[config.mk]
export PLATFORM = sky130hd
export DESIGN_NAME = wb_dma_copy
export DESIGN_NICKNAME = d
export VERILOG_FILES = /design/src/rtl/wb_dma_copy_pkg.sv /design/src/rtl/wb_dma_copy_timeout.sv /design/src/rtl/wb_dma_copy.sv
export SDC_FILE = /design/constraint.sdc
export NUM_CORES = 1
export LEC_CHECK = 0
export ABC_AREA = 1
export BUFFER_PORTS_ARGS = -buffer_cell sky130_fd_sc_hd__buf_2
export CAP_MARGIN = 20
export CORE_MARGIN = 4
export CORE_UTILIZATION = 49
export CTS_CLUSTER_DIAMETER = 50
export DETAILED_ROUTE_END_ITERATION = 8
export HOLD_SLACK_MARGIN = 0.12
export PLACE_DENSITY = 0.85
export RECOVER_POWER = 25
export SLEW_MARGIN = 20
export SYNTH_ARGS = -nofsm -noshare
export SYNTH_HDL_FRONTEND = slang
export SYNTH_SLANG_ARGS = --single-unit
[constraint.sdc]
create_clock -name clk -period 2.03 [get_ports clk]
set_clock_uncertainty 0.2 [all_clocks]
set_input_delay 0.406 -clock clk [delete_from_list [all_inputs] [get_ports clk]]
set_output_delay 0.406 -clock clk [all_outputs]
set_load 0.05 [all_outputs]
[src/rtl/wb_dma_copy_pkg.sv]
// Shared definitions for the Wishbone block-copy initiator.
package wb_dma_copy_pkg;

    // Copy sequencer states
    typedef enum logic [1:0] {
        IDLE = 2'd0,
        RD   = 2'd1,
        WR   = 2'd2,
        FIN  = 2'd3
    } state_e;

    // Byte select for full 32-bit word accesses
    localparam logic [3:0] SEL_ALL = 4'hF;

    // Byte-address step between consecutive words
    localparam int unsigned ADDR_INC = 4;

endpackage

[src/rtl/wb_dma_copy_timeout.sv]
// Per-access watchdog: down-counter loaded with TIMEOUT on clear, counts
// while enabled, and flags expiry once it has sat at zero for a cycle with
// the access still open. TIMEOUT=0 disables expiry entirely.
module wb_timeout #(
    parameter int unsigned TIMEOUT = 255
) (
    input  logic clk,
    input  logic rst,
    input  logic clr_i,
    input  logic en_i,
    output logic expired_o
);

    localparam int CW = (TIMEOUT > 1) ? $clog2(TIMEOUT + 1) : 1;

    logic [CW-1:0] cnt_q;
    logic [CW-1:0] cnt_d;

    // Clear has priority over counting; counter parks at zero
    always_comb begin
        cnt_d = cnt_q;
        if (clr_i) begin
            cnt_d = CW'(TIMEOUT);
        end else if (en_i && (cnt_q != '0)) begin
            cnt_d = cnt_q - CW'(1);
        end
    end

    // Counter register
    always_ff @(posedge clk) begin
        if (rst) begin
            cnt_q <= CW'(TIMEOUT);
        end else begin
            cnt_q <= cnt_d;
        end
    end

    assign expired_o = (TIMEOUT != 0) && en_i && (cnt_q == '0);

endmodule

[src/rtl/wb_dma_copy.sv]
// Wishbone classic initiator copying len 32-bit words from src to dst,
// one read/write pair per word, with a per-access ack timeout.
module wb_dma_copy
    import wb_dma_copy_pkg::*;
#(
    parameter int          AW      = 15,
    parameter int          LW      = 13,
    parameter int unsigned TIMEOUT = 255
) (
    input  logic          clk,
    input  logic          rst,
    input  logic          start_i,
    input  logic [AW-1:0] src_i,
    input  logic [AW-1:0] dst_i,
    input  logic [LW-1:0] len_i,
    output logic          busy_o,
    output logic          done_o,
    output logic          err_o,
    output logic [AW-1:0] adr_o,
    output logic [31:0]   dat_o,
    input  logic [31:0]   dat_i,
    output logic [3:0]    sel_o,
    output logic          we_o,
    output logic          cyc_o,
    output logic          stb_o,
    input  logic          ack_i
);

    localparam logic [AW-1:0] ADR_MASK = ~AW'(3);
    localparam logic [AW-1:0] ADR_INC  = AW'(ADDR_INC);

    state_e        state_q, state_d;
    logic [AW-1:0] src_q, src_d;
    logic [AW-1:0] dst_q, dst_d;
    logic [LW-1:0] len_q, len_d;
    logic [AW-1:0] adr_q, adr_d;
    logic [31:0]   dat_q, dat_d;
    logic [3:0]    sel_q, sel_d;
    logic          we_q, we_d;
    logic          cyc_q, cyc_d;
    logic          busy_q, busy_d;
    logic          done_q, done_d;
    logic          err_q, err_d;
    logic          tmo_clr;
    logic          tmo_exp;

    wb_timeout #(
        .TIMEOUT(TIMEOUT)
    ) u_tmo (
        .clk      (clk),
        .rst      (rst),
        .clr_i    (tmo_clr),
        .en_i     (cyc_q),
        .expired_o(tmo_exp)
    );

    // Next-state and next-output logic; outputs are all registered so every
    // bus change lands exactly on the edge where ack is sampled
    always_comb begin
        state_d = state_q;
        src_d   = src_q;
        dst_d   = dst_q;
        len_d   = len_q;
        adr_d   = adr_q;
        dat_d   = dat_q;
        we_d    = we_q;
        cyc_d   = cyc_q;
        busy_d  = busy_q;
        done_d  = 1'b0;
        err_d   = err_q;
        tmo_clr = 1'b0;

        unique case (state_q)
            IDLE: begin
                if (start_i) begin
                    err_d  = 1'b0;
                    busy_d = 1'b1;
                    if (len_i == '0) begin
                        done_d  = 1'b1;
                        state_d = FIN;
                    end else begin
                        src_d   = src_i & ADR_MASK;
                        dst_d   = dst_i & ADR_MASK;
                        len_d   = len_i;
                        adr_d   = src_i & ADR_MASK;
                        we_d    = 1'b0;
                        cyc_d   = 1'b1;
                        tmo_clr = 1'b1;
                        state_d = RD;
                    end
                end
            end
            RD: begin
                if (ack_i) begin
                    dat_d   = dat_i;
                    adr_d   = dst_q;
                    we_d    = 1'b1;
                    tmo_clr = 1'b1;
                    state_d = WR;
                end else if (tmo_exp) begin
                    cyc_d   = 1'b0;
                    we_d    = 1'b0;
                    busy_d  = 1'b0;
                    err_d   = 1'b1;
                    state_d = IDLE;
                end
            end
            WR: begin
                if (ack_i) begin
                    src_d = src_q + ADR_INC;
                    dst_d = dst_q + ADR_INC;
                    len_d = len_q - LW'(1);
                    we_d  = 1'b0;
                    if (len_q == LW'(1)) begin
                        cyc_d   = 1'b0;
                        done_d  = 1'b1;
                        state_d = FIN;
                    end else begin
                        adr_d   = src_q + ADR_INC;
                        tmo_clr = 1'b1;
                        state_d = RD;
                    end
                end else if (tmo_exp) begin
                    cyc_d   = 1'b0;
                    we_d    = 1'b0;
                    busy_d  = 1'b0;
                    err_d   = 1'b1;
                    state_d = IDLE;
                end
            end
            FIN: begin
                busy_d  = 1'b0;
                state_d = IDLE;
            end
            default: begin
                state_d = IDLE;
            end
        endcase

        sel_d = cyc_d ? SEL_ALL : 4'h0;
    end

    // State, address/length, capture and output registers
    always_ff @(posedge clk) begin
        if (rst) begin
            state_q <= IDLE;
            src_q   <= '0;
            dst_q   <= '0;
            len_q   <= '0;
            adr_q   <= '0;
            dat_q   <= '0;
            sel_q   <= '0;
            we_q    <= 1'b0;
            cyc_q   <= 1'b0;
            busy_q  <= 1'b0;
            done_q  <= 1'b0;
            err_q   <= 1'b0;
        end else begin
            state_q <= state_d;
            src_q   <= src_d;
            dst_q   <= dst_d;
            len_q   <= len_d;
            adr_q   <= adr_d;
            dat_q   <= dat_d;
            sel_q   <= sel_d;
            we_q    <= we_d;
            cyc_q   <= cyc_d;
            busy_q  <= busy_d;
            done_q  <= done_d;
            err_q   <= err_d;
        end
    end

    assign busy_o = busy_q;
    assign done_o = done_q;
    assign err_o  = err_q;
    assign adr_o  = adr_q;
    assign dat_o  = dat_q;
    assign sel_o  = sel_q;
    assign we_o   = we_q;
    assign cyc_o  = cyc_q;
    assign stb_o  = cyc_q;

endmodule
==> flow_summary.toml, run 1 <==
[status]
status = "complete, no violations"

[synthesis]
syn_avg_cell_area_um2 = 6.42
synth_top_area_share_pct = 35.4
synthTopCellsByArea = "dfxtp_1 35%, nand2_1 14%, nor2_1 11%"
yosys_warnings = 0
netlist_area_um2 = 5660
synth_cells = 881
ys_types = 38
yosys_register_bits = 100
syn_nets = 970
synth_top_area_cell = "dfxtp_1"
seq_area_frac_synth_pct = 35.4

[setup_path]
reg2reg_depth = 12
arrival_ps = 2010
endpoint_kind = "register"
critPathLaunch = "state_q[1]"
crit_top_cell = "inv_2"
reg2reg_slack_ps = 70
crit_path_start_kind = "register"
path_cells = "inv_2 > ha_4 > inv_2 > or2_4 > o21ai_2 > inv_2 > buf_4 > nand2_1 > nor2_4 > clkbuf_16 > o21ai_0 > nor2_1"
cpPeakStageDelay_ps = 360
cp_slowest_cell = "dfxtp_4"
worst-path-buf-inv = 5
crit_family = "buffers and inverters"
crit_cells = 12
r2r_start = "state_q[1]"
timing.rr.end = "adr_o[10]"
crit_fanout = 12
required_ps = 2080
cp-endpoint = "adr_o[10]"
crit_type = "reg2reg"

[sta]
hold_viol_final = 0
drv_slew = 0
fmax_mhz = 511
fin_setup_tns_ps = 0
finalCriticalPeriod_ps = 1960
grt_setup_unrepaired = "yes"
relSlewSlack_pct = 55.6
fin_crit_sh_pct = 96.4
worst_slew_pin_slew_ps = 670
setup_violations = 0

[final_layout]
drive_above_1_share_pct = 20.9
areaGrowthSynthToFinish_pct = 26.1
fin_util_pct = 64.4
layout_common_cells = "207 x nand2_1, 163 x nor2_1, 99 x dfxtp_1"
layout_commonest_cell = "nand2_1"
nNetsFinal = 1125
fin_cells = 1181
diodes = 0

[cts]
htree_levels = 3
clkTransAtPathRegs_ps = 80
post_cts_buffers = 0
clk_path_buf_depth = 2
cts_buffers = 9
cts_tree = "built"
clk-insertion-delay-late_ps = 350
cts.sink_count = 100
cts_root_buffer = "clkbuf_16"

[place]
gp_routability_congestion = 0.980
portBuffers = 131
place_inst = 1144
hpwl_um = 11300

[global_route]
grt_overflow = 0
grt_pass1_wl_um = 25800
grt_max_degree = 54
grt_pass1_vias = 5575
antenna_found_initial = 0
grt_usage_pct = 23.7

[pwr]
power_switching_uw = 3920
max-vdd-ir-drop_v = 0.000711
p_int_uw = 4550
seq_power_share_pct = 32.3
swShare_pct = 46.3
p_comb_share_pct = 46.9
power.density_nw_per_um2 = 1190
p_leak_uw = 0.00333
clkPwrFrac_pct = 20.8

[die]
num_rows = 38
core_region_area_um2 = 11100
num_io_pins = 136
die_h_um = 115
die_w_um = 115
start_util_pct = 51.1
dieArea_um2 = 13300

[detailed_routing]
drt_wl_total_um = 16500
via_count = 6185
drtIter0Drc = 654
vias_per_cell = 5.24
dr.pass1.iters = 6
ant_nets = 0
drc = 0
routedWlPerCell_um = 14.0

[flow_run]
drv_cap = 0

[worst_hold_path]
min_path_type = "in2reg"
-- cell usage after synthesis, drive strengths merged --
master,instances
a211oi,1
a21boi,1
a21o,1
a21oi,57
a31oi,2
and2,1
buf,22
clkbuf,25
clkinv,1
dfxtp,100
ha,10
inv,74
nand2,224
nand3,52
nand3b,2
nand4,18
nor2,169
nor3,2
nor3b,2
o211ai,1
o21ai,103
o21bai,2
or2,7
xor2,4
-- flip-flops by register name, indices dropped and copies added, names as in the netlist --
register     flops
err_o            1
busy_o           1
adr_o           14
we_o             1
src_q           13
dat_o           32
len_q           13
dst_q           13
sel_o            1
state_q          2
u_tmo.cnt_q      8
done_o           1
-- power by group through the flow --
stage	logic, uW	registers, uW	clock network (uW)
final	3970	2730	1770
after global routing	4360	2780	1850
after CTS	3880	2710	1770
after detailed placement	3810	2750	0
after global placement	3740	2740	0
after floorplan	2210	3360	0
-- tightest hold or removal path: cells and delay by family --
| family | cells | cell delay, ps |
|---|---|---|
| compound gates | 1 | 80 |
| simple gates | 1 | 80 |
| buf+inv | 1 | 80 |
-- per-layer routing --
layer  track usage (%)  vias up  share of wire, %
li1                  -     3147                 -
met1              31.4     2743                44
met2              39.6      266                46
met3              3.39       29               8.5
met4              8.22        0               2.4
met5                 0        -                 0
-- worst min path at each step --
| stage | start | end | slack [ps] | cells after the start |
|---|---|---|---|---|
| final | dat_i[21] | dat_o[21] | 120 | 3 |
| after global routing | dat_i[14] | dat_o[14] | 140 | 3 |
| after CTS | dat_i[21] | dat_o[21] | 120 | 3 |
| after detailed placement | busy_o | busy_o | 260 | 2 |
| after global placement | dat_o[12] | dat_o[12] | 260 | 2 |
| after floorplan | u_tmo.cnt_q[6] | u_tmo.cnt_q[6] | 250 | 2 |
-- cell families (layout without fill, tap and decap cells) --
family,count (synthesis),after routing,synth area share (%)
adders and majority gates,10,10,2.21
DFF,100,100,35.4
xor gates and xnor gates,4,4,0.619
and+or+nand+nor,477,477,35.2
buffers and inverters,122,282,9.80
AOI/OAI and AO/OA,168,168,16.8
-- what timing repair did --
| action | in CTS | in global routing |
|---|---|---|
| pin swaps | 0 | 3 |
| resized for setup | 3 | 26 |
| setup endpoints to repair | 29 | 62 |
| cloned | 0 | 1 |
| hold buffers | 20 | 0 |
| endpoints found under the hold margin | 20 | 0 |
-- stage by stage --
step           setup WS (ps)  area (um^2)  power, uW  hold slack [ps]
3_5_place_dp            -177         6570       6560              255
2_1_floorplan            146         5660       5570              247
6_report                72.5         7130       8480              119
4_1_cts                 32.9         7090       8360              120
3_3_place_gp            -118         6570       6480              257
5_1_grt                -14.9         7130       9000              138
-- final cells by class --
type | instances | area, um^2
timing repair buffer | 191 | 1190
fill | 987 | 3950
sequential | 100 | 2010
multi-input combinational | 659 | 3160
clock buffer | 9 | 225
clock inverter | 7 | 86.3
inverter | 75 | 289
tap | 140 | 175
(Power assumes the default switching activity.)
==> run 2: changes to the inputs <==
--- a/config.mk
+++ b/config.mk
@@ -7,3 +7,2 @@
 export LEC_CHECK = 0
-export ABC_AREA = 1
 export BUFFER_PORTS_ARGS = -buffer_cell sky130_fd_sc_hd__buf_2
@@ -11,3 +10,3 @@
 export CORE_MARGIN = 4
-export CORE_UTILIZATION = 49
+export CORE_UTILIZATION = 48
 export CTS_CLUSTER_DIAMETER = 50
@@ -15,3 +14,3 @@
 export HOLD_SLACK_MARGIN = 0.12
-export PLACE_DENSITY = 0.85
+export PLACE_DENSITY = 0.84
 export RECOVER_POWER = 25
@@ -21 +20,2 @@
 export SYNTH_SLANG_ARGS = --single-unit
+export TNS_END_PERCENT = 10
--- a/constraint.sdc
+++ b/constraint.sdc
@@ -4,2 +4,2 @@
 set_output_delay 0.406 -clock clk [all_outputs]
-set_load 0.05 [all_outputs]
+set_load 0.02 [all_outputs]
==> flow_summary.toml, run 2 <==
[status]
status = "finished with violations"
violations = "negative setup slack"

[setup_path]
r2r_start = "len_q[12]"
timing.rr.end = "state_q[1]"
required_ps = 2120
crit_type = "reg2reg"
reg2reg_slack_ps = -240
arrival_ps = 2360
cpPeakStageDelay_ps = 540
endpoint_kind = "register"
reg2reg_depth = 5
crit_fanout = 3
cp_slowest_cell = "or4_4"
path_cells = "or4_4 > o41a_1 > o21ba_1 > or4_1 > o31ai_1"
crit_path_start_kind = "register"

[die]
dieArea_um2 = 12700
die_h_um = 113
start_util_pct = 50.0
die_w_um = 113
core_region_area_um2 = 10500
num_io_pins = 136
num_rows = 37

[sta]
setup_violations = 30
finalCriticalPeriod_ps = 2270
drv_slew = 0
fmax_mhz = 440
fin_ws_ps = -245
grt_setup_unrepaired = "yes"
hold_viol_final = 0
relSlewSlack_pct = 71.6
worst_slew_pin_slew_ps = 421
hold_ws_ps = 139
fin_crit_sh_pct = 112

[global_route]
grt_use_met1_pct = 32.4
grt_pass1_wl_um = 26900
grt_overflow = 0
antenna_found_initial = 0
grt_use_met3_pct = 4.96
grt_pass1_vias = 5676
grt_max_degree = 58
grt.busiest_layer = "met2"
gr-usage-met2_pct = 42.5
grt_usage_pct = 25.1

[synthesis]
synth_edf_count = 0
ys.flop_type = "dfxtp_1"
synthArstFlopShare_pct = 0
ys_types = 61
seq_area_frac_synth_pct = 38.1
synth.most_common_cell = "nand2_1"
synthTopCellsByArea = "dfxtp_1 38%, nand2_1 10%, a21oi_1 9.4%"
syn_avg_cell_area_um2 = 7.52
syn_nets = 788
yosys_warnings = 0
synth_cells = 699
yosys_register_bits = 100
synth_top_area_share_pct = 38.1
synth_commonest_cells = "144 x nand2_1, 100 x dfxtp_1, 99 x a21oi_1, 43 x clkbuf_1, 40 x o21ai_0"
netlist_area_um2 = 5260
synth_top_area_cell = "dfxtp_1"

[detailed_routing]
drc = 0
vias_per_cell = 5.67
drtIter0Drc = 423
routedWlPerCell_um = 15.4
via_count = 5946
drt_wl_total_um = 16200
dr.pass1.iters = 7
ant_nets = 0

[place]
portBuffers = 131
gp_routability_congestion = 0.912
place_inst = 1000
hpwl_um = 10700

[cts]
cts_tree = "built"
cts_buffers = 9
htree_levels = 3
clk-insertion-delay-late_ps = 380
cts_root_buffer = "clkbuf_8"
clkTransAtPathRegs_ps = 90
clk_path_buf_depth = 2
cts.sink_count = 100
post_cts_buffers = 0

[final_layout]
nNetsFinal = 997
drive_above_1_share_pct = 28.5
largest_register_ffs = 32
fin_cells = 1049
diodes = 0
fin_util_pct = 69.3
layout_commonest_cell = "nand2_1"
areaGrowthSynthToFinish_pct = 38.6
layout_common_cells = "139 x nand2_1, 106 x buf_2, 96 x a21oi_1"

[worst_hold_path]
hold_start = "dst_i[2]"
hold_end = "dst_q[2]"
whs_path_depth = 3
min_path_type = "in2reg"

[pwr]
max-vdd-ir-drop_v = 0.000542
p_leak_uw = 0.00295
power.density_nw_per_um2 = 668

[flow_run]
drv_cap = 0
[run 2: final cells by class]
type,count,area (um^2)
clock inverter,5,82.6
multi-input combinational,526,3100
tap,136,170
timing repair buffer,255,1720
inverter,16,60.1
clock buffer,11,141
fill,836,3220
sequential,100,2010
[run 2: worst max-delay path by stage]
stage	start	end	depth (start not counted)
final	len_q[12]	state_q[1]	5
after floorplan	len_q[11]	adr_o[5]	6
after global routing	len_q[12]	state_q[1]	5
after global placement	len_q[12]	adr_o[5]	6
after detailed placement	len_q[12]	adr_o[5]	6
after CTS	len_q[1]	state_q[1]	7
[run 2: report_power, final]
part           switching [uW]  internal [uW]
Clock                     709            734
Combinational             677            576
Sequential               82.8           2090
[run 2: metrics by stage]
| step | power (uW) | worst slack (ps) | instance area [um^2] | setup TNS (ps) |
|---|---|---|---|---|
| after floorplan | 2850 | -167 | 5280 | -2280 |
| after global placement | 3300 | -251 | 6600 | -7670 |
| after detailed placement | 3330 | -258 | 6600 | -8100 |
| after CTS | 4840 | -237 | 7240 | -2660 |
| after global routing | 5090 | -327 | 7280 | -6990 |
| final | 4870 | -245 | 7280 | -3170 |
[run 2: routing by layer]
| layer | vias to the layer above | part of all wire [%] | wire, um |
|---|---|---|---|
| met5 | - | 0 | 0 |
| li1 | 2905 | - | - |
| met2 | 225 | 49 | 7940 |
| met1 | 2793 | 43 | 6900 |
| met3 | 23 | 6.7 | 1090 |
| met4 | 0 | 1.7 | 275 |
[run 2: timing repair]
item | CTS | global route
hold buffers | 33 | 0
endpoints found under the setup margin | 29 | 53
resized for setup | 22 | 22
pin swaps | 6 | 5
hold endpoints to repair | 33 | 0
[run 2: logic make-up (layout without fill, tap and decap cells)]
kind of cell    after synthesis  after routing  share of synthesized area, %
simple gates                282            282                          25.0
compound gates              213            213                          24.9
flops                       100            100                          38.1
buf+inv                      73            287                          5.81
xor+xnor                     11             11                          1.83
fa+ha+maj                    10             10                          2.38
mux                          10             10                          1.98
[run 2: critical path: cells and delay by family (launching register included)]
kind,cells,cell delay (ps)
compound gates,3,720
flops,1,330
simple gates,2,930
